**config.mk**
```make
export PLATFORM = sky130hd
export DESIGN_NAME = interrupt_controller
export DESIGN_NICKNAME = d
export VERILOG_FILES = /design/src/rtl/interrupt_controller.sv
export SDC_FILE = /design/constraint.sdc
export NUM_CORES = 1
export LEC_CHECK = 0
export CORE_AREA = 2 2 47 49
export CTS_CLUSTER_SIZE = 14
export DETAILED_ROUTE_END_ITERATION = 6
export DIE_AREA = 0 0 49 51
export HOLD_SLACK_MARGIN = 0.02
export PLACE_DENSITY = 0.85
export SYNTH_ARGS = -nofsm -noshare
export SYNTH_HDL_FRONTEND = slang
export SYNTH_SLANG_ARGS = --single-unit
```
**constraint.sdc**
```tcl
create_clock -name clk -period 2.05 [get_ports clk]
set_clock_uncertainty 0.05 [all_clocks]
set_input_delay 0.41 -clock clk [delete_from_list [all_inputs] [get_ports clk]]
set_output_delay 0.41 -clock clk [all_outputs]
set_load 0.02 [all_outputs]
```
**src/rtl/interrupt_controller.sv**
```systemverilog
// Latches, masks and prioritises external interrupt requests and sequences the
// ROM's single-level interrupt entry (jump to 240) and return (restore saved PC).
module interrupt_controller #(
  parameter int NUM_IRQ = 4
) (
  input  logic               clk,
  input  logic               rst_n,
  input  logic [NUM_IRQ-1:0] irq_in,
  input  logic               global_en,
  input  logic               mask_we,
  input  logic [NUM_IRQ-1:0] mask_wdata,
  input  logic               jump_enable,
  input  logic               reti,
  output logic               interrupt_jump,
  output logic               interrupt_clear_status,
  output logic [2:0]         irq_id,
  output logic [NUM_IRQ-1:0] irq_pending,
  output logic [NUM_IRQ-1:0] irq_mask,
  output logic               in_service
);

  typedef enum logic [1:0] {IDLE, JUMP, SERVICE, RETURN} state_e;

  state_e             state_q, state_d;
  logic [NUM_IRQ-1:0] irq_prev_q;
  logic [NUM_IRQ-1:0] pending_q, pending_d;
  logic [NUM_IRQ-1:0] mask_q, mask_d;
  logic [2:0]         irq_id_q, irq_id_d;
  logic               in_service_q, in_service_d;
  logic               arm_q;

  logic [NUM_IRQ-1:0] req;
  logic [NUM_IRQ-1:0] set_vec;
  logic [NUM_IRQ-1:0] clr_vec;
  logic [2:0]         winner;
  logic               take;

  // arm_q blocks edge detection for the first cycle after reset, so a source
  // held high through reset needs a fresh rising edge before it can fire.
  assign set_vec = irq_in & ~irq_prev_q & {NUM_IRQ{arm_q}};
  assign req     = pending_q & mask_q;
  assign take    = (state_q == IDLE) && global_en && (|req) && !jump_enable;

  always_comb begin
    winner = '0;
    for (int i = NUM_IRQ - 1; i >= 0; i--) begin
      if (req[i]) winner = 3'(i);
    end
  end

  always_comb begin
    clr_vec = '0;
    for (int i = 0; i < NUM_IRQ; i++) begin
      clr_vec[i] = take && (winner == 3'(i));
    end
  end

  // A new edge on the bit being cleared wins, so that request is kept.
  always_comb begin
    pending_d    = (pending_q & ~clr_vec) | set_vec;
    mask_d       = mask_we ? mask_wdata : mask_q;
    irq_id_d     = take ? winner : irq_id_q;
    in_service_d = in_service_q;
    if (state_q == JUMP)   in_service_d = 1'b1;
    if (state_q == RETURN) in_service_d = 1'b0;
  end

  always_ff @(posedge clk or negedge rst_n) begin
    if (!rst_n) begin
      irq_prev_q   <= '0;
      pending_q    <= '0;
      mask_q       <= '0;
      irq_id_q     <= '0;
      in_service_q <= 1'b0;
      arm_q        <= 1'b0;
    end else begin
      irq_prev_q   <= irq_in;
      pending_q    <= pending_d;
      mask_q       <= mask_d;
      irq_id_q     <= irq_id_d;
      in_service_q <= in_service_d;
      arm_q        <= 1'b1;
    end
  end

  always_ff @(posedge clk or negedge rst_n) begin
    if (!rst_n) state_q <= IDLE;
    else        state_q <= state_d;
  end

  // No nesting: SERVICE only leaves on reti, new requests just stay pending.
  always_comb begin
    state_d = state_q;
    case (state_q)
      IDLE:    if (take) state_d = JUMP;
      JUMP:    state_d = SERVICE;
      SERVICE: if (reti) state_d = RETURN;
      RETURN:  state_d = IDLE;
      default: state_d = IDLE;
    endcase
  end

  always_comb begin
    interrupt_jump         = (state_q == JUMP);
    interrupt_clear_status = (state_q == RETURN);
  end

  assign irq_id      = irq_id_q;
  assign irq_pending = pending_q;
  assign irq_mask    = mask_q;
  assign in_service  = in_service_q;

endmodule
```
==> flow_summary.ini <==
[critical_path]
endpoint_kind = output port
r2r_start = state_q[0]
r2r_setup_slack_ps = 220
critical_path_buf_inv_count = 1
critPathArrivalTime_ps = 1520
worst-path-stages = 2
reg2regPathDepth = 6
worstSetupPathType = reg2out
crit_end = interrupt_clear_status
worstReg2RegEnd = state_q[1]
cpLargestDelayFamily = buffers and inverters
cp_slowest_cell = clkdlybuf4s50_1
max_stage_delay_ps = 600
critPathLaunchType = flip-flop
critPathLaunch = state_q[0]
crit_fanout = 4
required_ps = 1590
crit_path_cell_trace = ha_1 -> clkdlybuf4s50_1

[detailed_routing]
vias = 632
dr.pass1.iters = 4
wl_um = 1630
drtIter0Drc = 21
drc = 0
wire_per_inst_um = 12.7
antenna_left = 0
vias_per_cell = 4.94

[synthesis]
synth_nets = 88
avgSynthCellArea_um2 = 11.8
synth-seq-area-share = 0.552
synth.distinct_cells = 23
yosysWarnings = 0
synthTopCellsByArea = dfrtp_1, ha_1, mux2_2, inv_1, nand2_1
yosys.area.top_type = dfrtp_1
synth_area_um2 = 816
synth_seq_cells = 18
syn_inst = 69
synth_top_area_frac = 0.552

[floorplanning]
die-area_mm2 = 0.00250
dieHeight_um = 51
die_width_um = 49
core_mm2 = 0.00206
io_pins = 28
start_util = 0.395
rows = 17

[grt]
grt_use_total = 0.152
grt_max_degree = 19
grt_pass1_wl_um = 2850
antenna_found_initial = 0
grt_pass1_vias = 668
overflow = 0

[placement]
numPortBuffers = 26
pre_cts_slack_ps = 115
gp_congestion = 0.795
dp_hpwl_um = 1300

[cts]
clockBufferDepth = 2
cts.reportedPaths.clkPinSlew_ps = 100
ctsHtreeMaxLevel = 1
clk_latency_ps = 290
cts_tree = built
clock-root-buffer = clkbuf_4
cts_buffers = 3
clock-sinks = 18

[timing]
hold_viol = 0
rsz0062_at_grt = false
worst_slack_ps = 71.6
totalNegativeSetupSlack_ps = 0
setup_viol = 0
fin_crit_sh = 0.965
layout_min_cycle_time_ps = 1980
fmax_mhz = 505
maxSlewViolCount = 0

[layout]
areaGrowthSynthToFinish_pct = 41.4
insertedDiodeCount = 0
drive_gt1_frac = 0.130
mostFrequentLayoutCells = clkdlybuf4s50_1, dfrtp_1, inv_1, nand2_1
final_common_cell = clkdlybuf4s50_1
nets = 120

[power]
p_leak_nw = 0.516
power_density_mw_per_mm2 = 1140
irDropWorstVdd_uv = 702

[outcome]
outcome = complete, no violations

[job]
max-cap-violations = 0

[worst_hold_path]
hold_path_class = in2async
==> routing by layer <==
metal | global-route usage | vias up | part of all wire
met5 | 0 | - | 0
met4 | 0.0857 | 0 | 0.013
met3 | 0.0234 | 2 | 0.046
met2 | 0.281 | 23 | 0.53
met1 | 0.168 | 308 | 0.41
li1 | - | 299 | -
==> per-stage QoR <==
| step | hold WS, ps | util | cells | instance area, um2 | power, mW |
|---|---|---|---|---|---|
| 6_report | 373 | 0.559 | 128 | 1150 | 1.32 |
| 5_1_grt | 391 | 0.559 | 128 | 1150 | 1.40 |
| 4_1_cts | 375 | 0.559 | 128 | 1150 | 1.33 |
| 3_5_place_dp | 388 | 0.542 | 124 | 1120 | 1.11 |
| 3_3_place_gp | 368 | 0.542 | 124 | 1120 | 1.09 |
| 2_1_floorplan | 64.4 | - | 69 | 816 | 0.857 |
==> power by group <==
part           internal, mW  switching (mW)
sequential            0.441          0.0746
clock                 0.108           0.108
combinational         0.289           0.296
total                 0.839           0.479
==> timing repair <==
action                                  in CTS  in global routing
gates resized for setup                      1                  0
hold buffers                                 0                  0
buffers inserted                             0                  0
endpoints found under the setup margin       1                  0
==> layout make-up <==
type / count / area, um2
Tap cell: 28 / 35.0
Timing Repair Buffer: 28 / 274
Sequential cell: 18 / 450
Inverter: 8 / 30.0
Multi-Input combinational cell: 42 / 328
Clock buffer: 4 / 36.3
Fill cell: 177 / 910
==> registers in the layout, summed over array words and instances (netlist names) <==
name	cells
arm_q	1
in_service	1
irq_id	2
irq_mask	4
irq_pending	4
irq_prev_q	4
state_q	2
==> synthesized netlist by cell type (all sizes together) <==
| cell type | number |
|---|---|
| a2bb2oi | 1 |
| nand3 | 1 |
| inv | 8 |
| a32o | 2 |
| o31ai | 1 |
| ha | 5 |
| dfrtp | 18 |
| a32oi | 1 |
| o21a | 1 |
| a41oi | 1 |
| a22o | 1 |
| nand4 | 1 |
| mux2 | 6 |
| o21ai | 3 |
| nor2 | 4 |
| nand2 | 7 |
| nand3b | 2 |
| and2 | 1 |
| conb | 2 |
| and3b | 1 |
| buf | 1 |
| o41ai | 1 |
==> worst min-delay path by stage <==
stage,from,end,slack [ps],cells after the start
after floorplan,rst_n,arm_q,60,0
after global placement,irq_prev_q[2],irq_pending[2],370,1
after detailed placement,irq_prev_q[2],irq_pending[2],390,1
after CTS,rst_n,irq_prev_q[1],380,2
after global routing,rst_n,irq_prev_q[2],390,2
final,rst_n,in_service,370,2
==> kinds of logic (layout without fill, tap and decap cells) <==
group           count (synthesis)  in the layout  share of synthesized area
other cells                     2              2                    0.00921
buf+inv                         9             40                     0.0460
flops                          18             18                      0.552
mux                             6              6                     0.0828
fa+ha+maj                       5              5                     0.0767
compound gates                 12             12                      0.132
simple gates                   17             17                      0.101
No activity file was read; power rests on OpenSTA's default activity.
